[config.mk]
export PLATFORM = sky130hd
export DESIGN_NAME = phy_link_mgr
export DESIGN_NICKNAME = d
export VERILOG_FILES = /design/src/rtl/phy_mgmt_pkg.sv /design/src/rtl/mdio_txn_if.sv /design/src/rtl/phy_link_mgr.sv
export SDC_FILE = /design/constraint.sdc
export NUM_CORES = 1
export LEC_CHECK = 0
export BUFFER_PORTS_ARGS = -buffer_cell sky130_fd_sc_hd__buf_2
export CORE_MARGIN = 2
export CORE_UTILIZATION = 52
export CTS_BUF_LIST = sky130_fd_sc_hd__clkbuf_8
export DETAILED_ROUTE_END_ITERATION = 12
export GPL_ROUTABILITY_DRIVEN = 0
export PLACE_DENSITY = 0.78
export REMOVE_ABC_BUFFERS = 1
export SYNTH_ARGS = -nofsm -noshare
export SYNTH_HDL_FRONTEND = slang
export SYNTH_HIERARCHICAL = 1
export SYNTH_SLANG_ARGS = --single-unit
[constraint.sdc]
create_clock -name clk -period 1.8 [get_ports clk]
set_input_delay 0.36 -clock clk [delete_from_list [all_inputs] [get_ports clk]]
set_output_delay 0.36 -clock clk [all_outputs]
set_load 0.03 [all_outputs]
[src/rtl/phy_mgmt_pkg.sv]
// Shared types and constants for the PHY management sequencer.
// States, MDIO register map and BMCR/BMSR bit positions.
package phy_mgmt_pkg;

   typedef enum logic [2:0] {
      S_RST_WR,
      S_RST_RD,
      S_CFG_WR,
      S_POLL_RD1,
      S_POLL_RD2,
      S_POLL_WAIT,
      S_ERROR
   } state_e;

   localparam logic [4:0] REG_BMCR = 5'd0;
   localparam logic [4:0] REG_BMSR = 5'd1;

   localparam int BIT_RST  = 15;
   localparam int BIT_LOOP = 14;
   localparam int BIT_SPD  = 13;
   localparam int BIT_DPX  = 8;
   localparam int BIT_LINK = 2;

   localparam logic [15:0] BMCR_RESET = 16'h8000;

   function automatic logic [15:0] bmcr_cfg(
      input logic loop,
      input logic spd,
      input logic dpx
   );
      logic [15:0] v;
      v           = '0;
      v[BIT_LOOP] = loop;
      v[BIT_SPD]  = spd;
      v[BIT_DPX]  = dpx;
      return v;
   endfunction

endpackage

[src/rtl/mdio_txn_if.sv]
// Request/ack holding register toward the MDIO frame engine.
// Issues one transaction per start and pulses done with the read data.
module mdio_txn_if (
   input  logic        clk,
   input  logic        rst,
   input  logic        start,
   input  logic        we_i,
   input  logic [4:0]  reg_i,
   input  logic [15:0] wdata_i,
   output logic        req,
   output logic        we,
   output logic [4:0]  reg_addr,
   output logic [15:0] wdata,
   input  logic        ack,
   input  logic [15:0] ack_rdata,
   output logic        done,
   output logic [15:0] rdata
);

   logic        req_q, req_d;
   logic        we_q, we_d;
   logic [4:0]  reg_q, reg_d;
   logic [15:0] wdata_q, wdata_d;

   // Hold the request fields from start until the engine acknowledges.
   always_comb begin
      req_d   = req_q;
      we_d    = we_q;
      reg_d   = reg_q;
      wdata_d = wdata_q;
      if (req_q) begin
         if (ack) req_d = 1'b0;
      end else if (start) begin
         req_d   = 1'b1;
         we_d    = we_i;
         reg_d   = reg_i;
         wdata_d = wdata_i;
      end
   end

   // Request register; reset drops the request at once.
   always_ff @(posedge clk or posedge rst) begin
      if (rst) begin
         req_q   <= 1'b0;
         we_q    <= 1'b0;
         reg_q   <= '0;
         wdata_q <= '0;
      end else begin
         req_q   <= req_d;
         we_q    <= we_d;
         reg_q   <= reg_d;
         wdata_q <= wdata_d;
      end
   end

   // An ack with no request outstanding is not a completion.
   assign done     = req_q & ack;
   assign rdata    = ack_rdata;
   assign req      = req_q;
   assign we       = we_q;
   assign reg_addr = reg_q;
   assign wdata    = wdata_q;

endmodule

[src/rtl/phy_link_mgr.sv]
// PHY bring-up and link polling over the shared MDIO engine.
// Resets and configures the PHY, then polls BMSR for link status.
module phy_link_mgr
   import phy_mgmt_pkg::*;
#(
   parameter logic [4:0] PHY_ADDR     = 5'd1,
   parameter int         POLL_CYCLES  = 500000,
   parameter int         RST_POLL_MAX = 16
) (
   input  logic        clk,
   input  logic        rst,
   input  logic        cfg_loopback,
   input  logic        cfg_100M,
   input  logic        cfg_fulldpx,
   input  logic        restart,
   output logic        mdio_req,
   output logic        mdio_we,
   output logic [4:0]  mdio_phy,
   output logic [4:0]  mdio_reg,
   output logic [15:0] mdio_wdata,
   input  logic        mdio_ack,
   input  logic [15:0] mdio_rdata,
   output logic        link_up,
   output logic        speed_100,
   output logic        full_duplex,
   output logic        mac_tx_enable,
   output logic        busy,
   output logic        error
);

   localparam int TW = $clog2(POLL_CYCLES + 1);
   localparam int CW = $clog2(RST_POLL_MAX + 1);
   localparam logic [TW-1:0] TMR_LAST = TW'(POLL_CYCLES - 1);
   localparam logic [CW-1:0] CNT_MAX  = CW'(RST_POLL_MAX);

   state_e        state_q, state_d;
   logic [TW-1:0] tmr_q, tmr_d;
   logic [CW-1:0] cnt_q, cnt_d;
   logic          pend_q, pend_d;
   logic          link_q, link_d;
   logic          err_q, err_d;
   logic          spd_q, spd_d;
   logic          dpx_q, dpx_d;
   logic          busy_q, busy_d;

   logic          txn_start;
   logic          txn_we;
   logic [4:0]    txn_reg;
   logic [15:0]   txn_wdata;
   logic          txn_done;
   logic [15:0]   txn_rdata;
   logic          in_txn;
   logic          apply;
   logic          unused_rdata;

   mdio_txn_if u_txn (
      .clk       (clk),
      .rst       (rst),
      .start     (txn_start),
      .we_i      (txn_we),
      .reg_i     (txn_reg),
      .wdata_i   (txn_wdata),
      .req       (mdio_req),
      .we        (mdio_we),
      .reg_addr  (mdio_reg),
      .wdata     (mdio_wdata),
      .ack       (mdio_ack),
      .ack_rdata (mdio_rdata),
      .done      (txn_done),
      .rdata     (txn_rdata)
   );

   // Sequencer: per-state request fields, completion handling, restart.
   always_comb begin
      state_d   = state_q;
      tmr_d     = tmr_q;
      cnt_d     = cnt_q;
      pend_d    = pend_q | restart;
      link_d    = link_q;
      err_d     = err_q;
      spd_d     = spd_q;
      dpx_d     = dpx_q;
      txn_we    = 1'b0;
      txn_reg   = REG_BMCR;
      txn_wdata = '0;
      in_txn    = (state_q != S_POLL_WAIT) && (state_q != S_ERROR);

      unique case (state_q)
         S_RST_WR: begin
            txn_we    = 1'b1;
            txn_wdata = BMCR_RESET;
            if (txn_done) begin
               state_d = S_RST_RD;
               cnt_d   = CW'(1);
            end
         end
         S_RST_RD: begin
            if (txn_done) begin
               if (!txn_rdata[BIT_RST]) begin
                  state_d = S_CFG_WR;
               end else if (cnt_q == CNT_MAX) begin
                  state_d = S_ERROR;
                  err_d   = 1'b1;
               end else begin
                  cnt_d = cnt_q + CW'(1);
               end
            end
         end
         S_CFG_WR: begin
            txn_we    = 1'b1;
            txn_wdata = bmcr_cfg(cfg_loopback, cfg_100M, cfg_fulldpx);
            if (txn_done) begin
               spd_d   = mdio_wdata[BIT_SPD];
               dpx_d   = mdio_wdata[BIT_DPX];
               state_d = S_POLL_RD1;
            end
         end
         S_POLL_RD1: begin
            txn_reg = REG_BMSR;
            if (txn_done) state_d = S_POLL_RD2;
         end
         S_POLL_RD2: begin
            txn_reg = REG_BMSR;
            if (txn_done) begin
               link_d  = txn_rdata[BIT_LINK];
               tmr_d   = '0;
               state_d = S_POLL_WAIT;
            end
         end
         S_POLL_WAIT: begin
            if (tmr_q == TMR_LAST) state_d = S_POLL_RD1;
            else                   tmr_d   = tmr_q + TW'(1);
         end
         S_ERROR: begin
         end
         default: state_d = S_RST_WR;
      endcase

      // A pending restart waits for any outstanding request to complete,
      // then discards that completion and restarts from the PHY reset.
      apply     = pend_q & (~in_txn | ~mdio_req | txn_done);
      txn_start = in_txn & ~mdio_req & ~pend_q;
      if (apply) begin
         state_d = S_RST_WR;
         link_d  = 1'b0;
         err_d   = 1'b0;
         spd_d   = spd_q;
         dpx_d   = dpx_q;
         pend_d  = 1'b0;
      end

      busy_d = (state_d != S_POLL_WAIT) && (state_d != S_ERROR);
   end

   // State and status registers.
   always_ff @(posedge clk or posedge rst) begin
      if (rst) begin
         state_q <= S_RST_WR;
         tmr_q   <= '0;
         cnt_q   <= '0;
         pend_q  <= 1'b0;
         link_q  <= 1'b0;
         err_q   <= 1'b0;
         spd_q   <= 1'b0;
         dpx_q   <= 1'b0;
         busy_q  <= 1'b0;
      end else begin
         state_q <= state_d;
         tmr_q   <= tmr_d;
         cnt_q   <= cnt_d;
         pend_q  <= pend_d;
         link_q  <= link_d;
         err_q   <= err_d;
         spd_q   <= spd_d;
         dpx_q   <= dpx_d;
         busy_q  <= busy_d;
      end
   end

   assign unused_rdata  = ^{txn_rdata[14:3], txn_rdata[1:0]};
   assign mdio_phy      = PHY_ADDR;
   assign link_up       = link_q;
   assign speed_100     = spd_q;
   assign full_duplex   = dpx_q;
   assign error         = err_q;
   assign busy          = busy_q;
   assign mac_tx_enable = link_q & ~err_q;

endmodule
* Word-level counts from Yosys, hierarchy flattened
Cells that the tools add are included.
** Cells by class
- Reduce and logical (&&, ||, !) cells :: 18
- Add/subtract/negate cells :: 2
- Bitwise operators :: 13
- Equal/unequal tests :: 18
- Mux-type cells :: 33
** Operators with widths (count)
- $mux 19 :: 2
- $pmux 19 s2 :: 1
- $pmux 16 s2 :: 1
- $mux 3 :: 9
- $pmux 3 s7 :: 1
- $mux 5 :: 4
- $add 19x1->19 const B :: 1
- $eq 19x19->1 const B :: 1
- $mux 1 :: 14
- $reduce_bool 2->1 :: 7
- $ne 2x2->1 const B :: 6
- $ne 3x3->1 const B :: 4
- $pmux 5 s2 :: 1
- $eq 3x3->1 const B :: 3
- $eq 3x2->1 const B :: 2
- $reduce_and 3->1 :: 2
- $add 5x1->5 const B :: 1
- $and 1x1->1 :: 5
- $eq 5x5->1 const B :: 1
- $not 1->1 :: 5
- $reduce_and 5->1 :: 1
- $reduce_and 2->1 :: 2
- $reduce_and 4->1 :: 1
- $reduce_or 2->1 :: 2
- other kinds (4) :: 7
** Word-level totals
- Logic and storage cells :: 97
- Input port bits :: 23
- Register bits :: 56
- Output and inout port bits :: 34

* Longest topological paths before layout
- Depth in word-level cells :: 9
- Mapped depth :: 7
- Mapped depth without buffers :: 6

* Cells and area by module
The synthesis kept the hierarchy.
** Modules (own cells, without submodules)
- phy_link_mgr :: area each 1995.7 um2, seq. area each 825.8 um2, times used 1, cells an instance 218
- mdio_txn_if :: area each 1079.8 um2, seq. area each 575.6 um2, times used 1, cells an instance 68

* Least setup slack after synthesis
OpenSTA, ideal clock, no wires.
- Kind :: register -> register
- Start :: reg u_txn.req_q, in the netlist u_txn/req
- End :: reg cnt_q[1]
- Required time :: 1.721 ns
- Cell stages (with the launch flop) :: 6
- Setup time :: 0.079 ns
- Buffers on the path :: 1
- Slack :: -0.051 ns
- Clock period less this slack :: 1.851 ns
- Data arrival time :: 1.771 ns
- Cells stage by stage :: dfrtp_1 > and2_1 > or3b_2 > clkbuf_1 > a21oi_1 > mux2i_1
** On the way
- Cells in the longest elaborated chain, start to end :: 3
- Elaborated cells between the ends (all ways) :: 4
- Classes of those cells :: eq/ne: 2; bitwise: 1; reduce/logical: 1
** Ends and longest elaborated chain
- from (decl) :: RTL line mdio_txn_if.sv:20 : logic req_q, req_d;
- from (signal assigned) :: RTL line mdio_txn_if.sv:49 : req_q <= req_d;
- $and 1x1->1 (*) :: RTL line mdio_txn_if.sv:57 : assign done = req_q & ack;
- net txn_done :: RTL line phy_link_mgr.sv:50 : logic txn_done;
- $ne 2x2->1 (no line)
- $reduce_and 5->1 (no line) (*)
- to (signal assigned) :: RTL line phy_link_mgr.sv:170 : cnt_q <= cnt_d;
- to (decl) :: RTL line phy_link_mgr.sv:38 : logic [CW-1:0] cnt_q, cnt_d;
Mark *: on every way through the listed nets, which the timed path passes. The rest lies on a longest branch.
A chain may end at the register's enable or synchronous reset.

* Worst setup path after layout
- Start :: reg state_q[1]
- End :: reg tmr_q[15]
** On the way
- Cells in the longest elaborated chain, start to end :: 3
- Elaborated cells between the ends (all ways) :: 7
- Classes of those cells :: eq/ne: 4; mux: 1; reduce/logical: 2
** Ends and longest elaborated chain
- from (decl) :: RTL line phy_link_mgr.sv:36 : state_e state_q, state_d;
- from (signal assigned) :: RTL line phy_link_mgr.sv:168 : state_q <= state_d;
- $eq 3x3->1 :: RTL line phy_link_mgr.sv:88 : unique case (state_q)
- $ne 2x2->1 (no line) / $reduce_bool 2->1 (equally long branches)
- $reduce_and 3->1 (no line)
- to (signal assigned) :: RTL line phy_link_mgr.sv:169 : tmr_q <= tmr_d;
- to (decl) :: RTL line phy_link_mgr.sv:37 : logic [TW-1:0] tmr_q, tmr_d;
Several ways; a longest one is shown, not always the timed one.

==> metrics.yaml <==
worstPathRequired_ps: 2050
power.switching_fraction_pct: 42.0
p_int_w: 0.00306
tritoncts: "yes"
die_area_um2: 6330
run_status: "finished, final reports clean"
wirelength_um: 6150
p_comb_share_pct: 47.7
reg2reg_to: "tmr_q[15]"
post-route-util_pct: 63.5
groute.usage.overall_pct: 20.0
port_buffers: 37
drtIter0Drc: 157
fin_total_pwr_w: 0.00527
worst_hold_path_type: "in -> async"
area_growth_syn_to_layout_pct: 17.6
cts_buffer_depth: 2
via_cell_ratio: 5.51
rows: 27
synth_warnings: 6
r2r.worst_path.cells: 5
share_of_layout_cells_above_drive_strength_1_pct: 31.0
avgSynthCellArea_um2: 10.9
antenna_violating_nets_post_route: 0
die_width_um: 79.6
hold_viol_final: 0
hold_buffers: 0
design_area_um2: 3490
vias: 2263
design.final.nets: 364
most-common-layout-cells: "dfrtp_1, buf_2, nand2_1, mux2_4, conb_1"
critical_path_arrival_ps: 2010
max_freq_mhz: 567
p_sw_w: 0.00221
antenna_found_initial: 0
pin_count_of_the_biggest_net_entering_global_routing: 34
vdd_drop_max_uv: 899
max-cap-violations: 0
core_region_area_um2: 5510
insertedDiodeCount: 0
path_max_fanout: 6
startpoint_type: "register"
final_number_of_setup_violating_endpoints: 0
global_route_wire_length_before_repair_um: 10100
layout.cells.most_common: "dfrtp_1"
detailed_place.area_um2: 3330
clock_skew_ps: 10.4
postSynthCellCount: 272
rrSetupSlack_ps: 40
cts_num_sinks: 56
static-leakage-power_nw: 1.63
clockPowerShare_pct: 13.5
grt_pass1_vias: 2241
path_class: "reg -> reg"
drt_drc_violations_left: 0
initial_core_util_pct: 53.9
routed_wire_length_per_instance_um: 15.0
timing_max_transition_violations_final: 0
dp.final_hpwl_um: 4330
worstMarginPinSlew_ps: 640
finalWorstPathRequiredPeriod_ps: 1760
die_y_um: 79.6
clk-insertion-delay-late_ps: 320
boundaryPins: 57
synth.cell_area_um2: 2970
crit-reg2reg-launch: "state_q[1]"
worst_setup_end_kind: "register"
detail_route.first_pass.iterations: 4
worst_setup_hold_path_clk_slew_ps: 110
tritoncts.num_buffers: 5
cellPowerDensity_nw_per_um2: 1510
max-slew-margin-rel_pct: 57.4
cts.htree.levels: 2
cts.root.buffer_cell: "clkbuf_8"
tns_ps: 0
layout_worst_path_cycle_share_pct: 97.9
portion_of_total_power_attributed_to_sequential_cells_pct: 38.7
overflow_after_grt: 0
final.hold.worst_slack_ps: 89.6
[power groups by stage]
stage | clock (W) | combinational (W) | sequential, W
4_1_cts | 0.000745 | 0.00247 | 0.00202
3_5_place_dp | 0 | 0.00246 | 0.00204
5_1_grt | 0.000795 | 0.00273 | 0.00210
6_report | 0.000714 | 0.00251 | 0.00204
3_3_place_gp | 0 | 0.00238 | 0.00201
2_1_floorplan | 0 | 0.00133 | 0.00248
[worst max-delay path, stage by stage (launching register included)]
cell and delay [ps]:
dfrtp_1 440, buf_4 170, nand3b_4 180, or2_4 280, or4_1 490, a21oi_2 150
[registers in the layout, summed over array words and instances (netlist names)]
| signal | count |
|---|---|
| state_q | 3 |
| u_txn/we | 1 |
| u_txn/req | 1 |
| cnt_q | 5 |
| u_txn/reg_addr | 5 |
| tmr_q | 19 |
| full_duplex | 1 |
| busy | 1 |
| speed_100 | 1 |
| u_txn/wdata | 16 |
| pend_q | 1 |
| link_up | 1 |
| error | 1 |
[per-layer routing]
metal | routed length (um) | share of wire (%) | vias to the layer above | global-route usage [%]
li1 | - | - | 1086 | -
met1 | 2730 | 44 | 1106 | 26.3
met2 | 3080 | 50 | 64 | 33.7
met3 | 265 | 4.3 | 7 | 2.83
met4 | 73 | 1.2 | 0 | 6.72
met5 | 0 | 0 | - | 0
[repair_timing]
item / 4_1_cts / 5_1_grt
cloned: 0 / 1
setup buffers: 0 / 4
pin swaps: 0 / 2
gates resized for setup: 1 / 7
endpoints found under the setup margin: 2 / 29
[metrics by stage]
| step | setup WS, ps | std cells |
|---|---|---|
| 2_1_floorplan | -369 | 272 |
| 6_report | 37.6 | 411 |
| 3_3_place_gp | 73.5 | 398 |
| 3_5_place_dp | -19.0 | 398 |
| 4_1_cts | 43.8 | 406 |
| 5_1_grt | -50.7 | 411 |
[cell type report]
class / count / area [um2]
fillers: 434 / 2010
clock buffers: 5 / 68.8
well taps: 72 / 90.1
clock inverters: 3 / 25.0
inverters: 10 / 37.5
flip-flops and latches: 56 / 1400
multi-input cells: 207 / 1510
repair buffers: 58 / 359
[worst max path at each step]
stage	start	endpoint	slack [ps]	cells after the start
floorplan	state_q[0]	u_txn/wdata[0]	-370	5
global placement	state_q[1]	u_txn/wdata[1]	70	6
detailed placement	state_q[1]	u_txn/wdata[1]	-20	6
CTS	state_q[1]	u_txn/wdata[1]	40	6
global route	state_q[0]	tmr_q[18]	-50	5
finish	state_q[1]	tmr_q[15]	40	5
(Power assumes the default switching activity.)
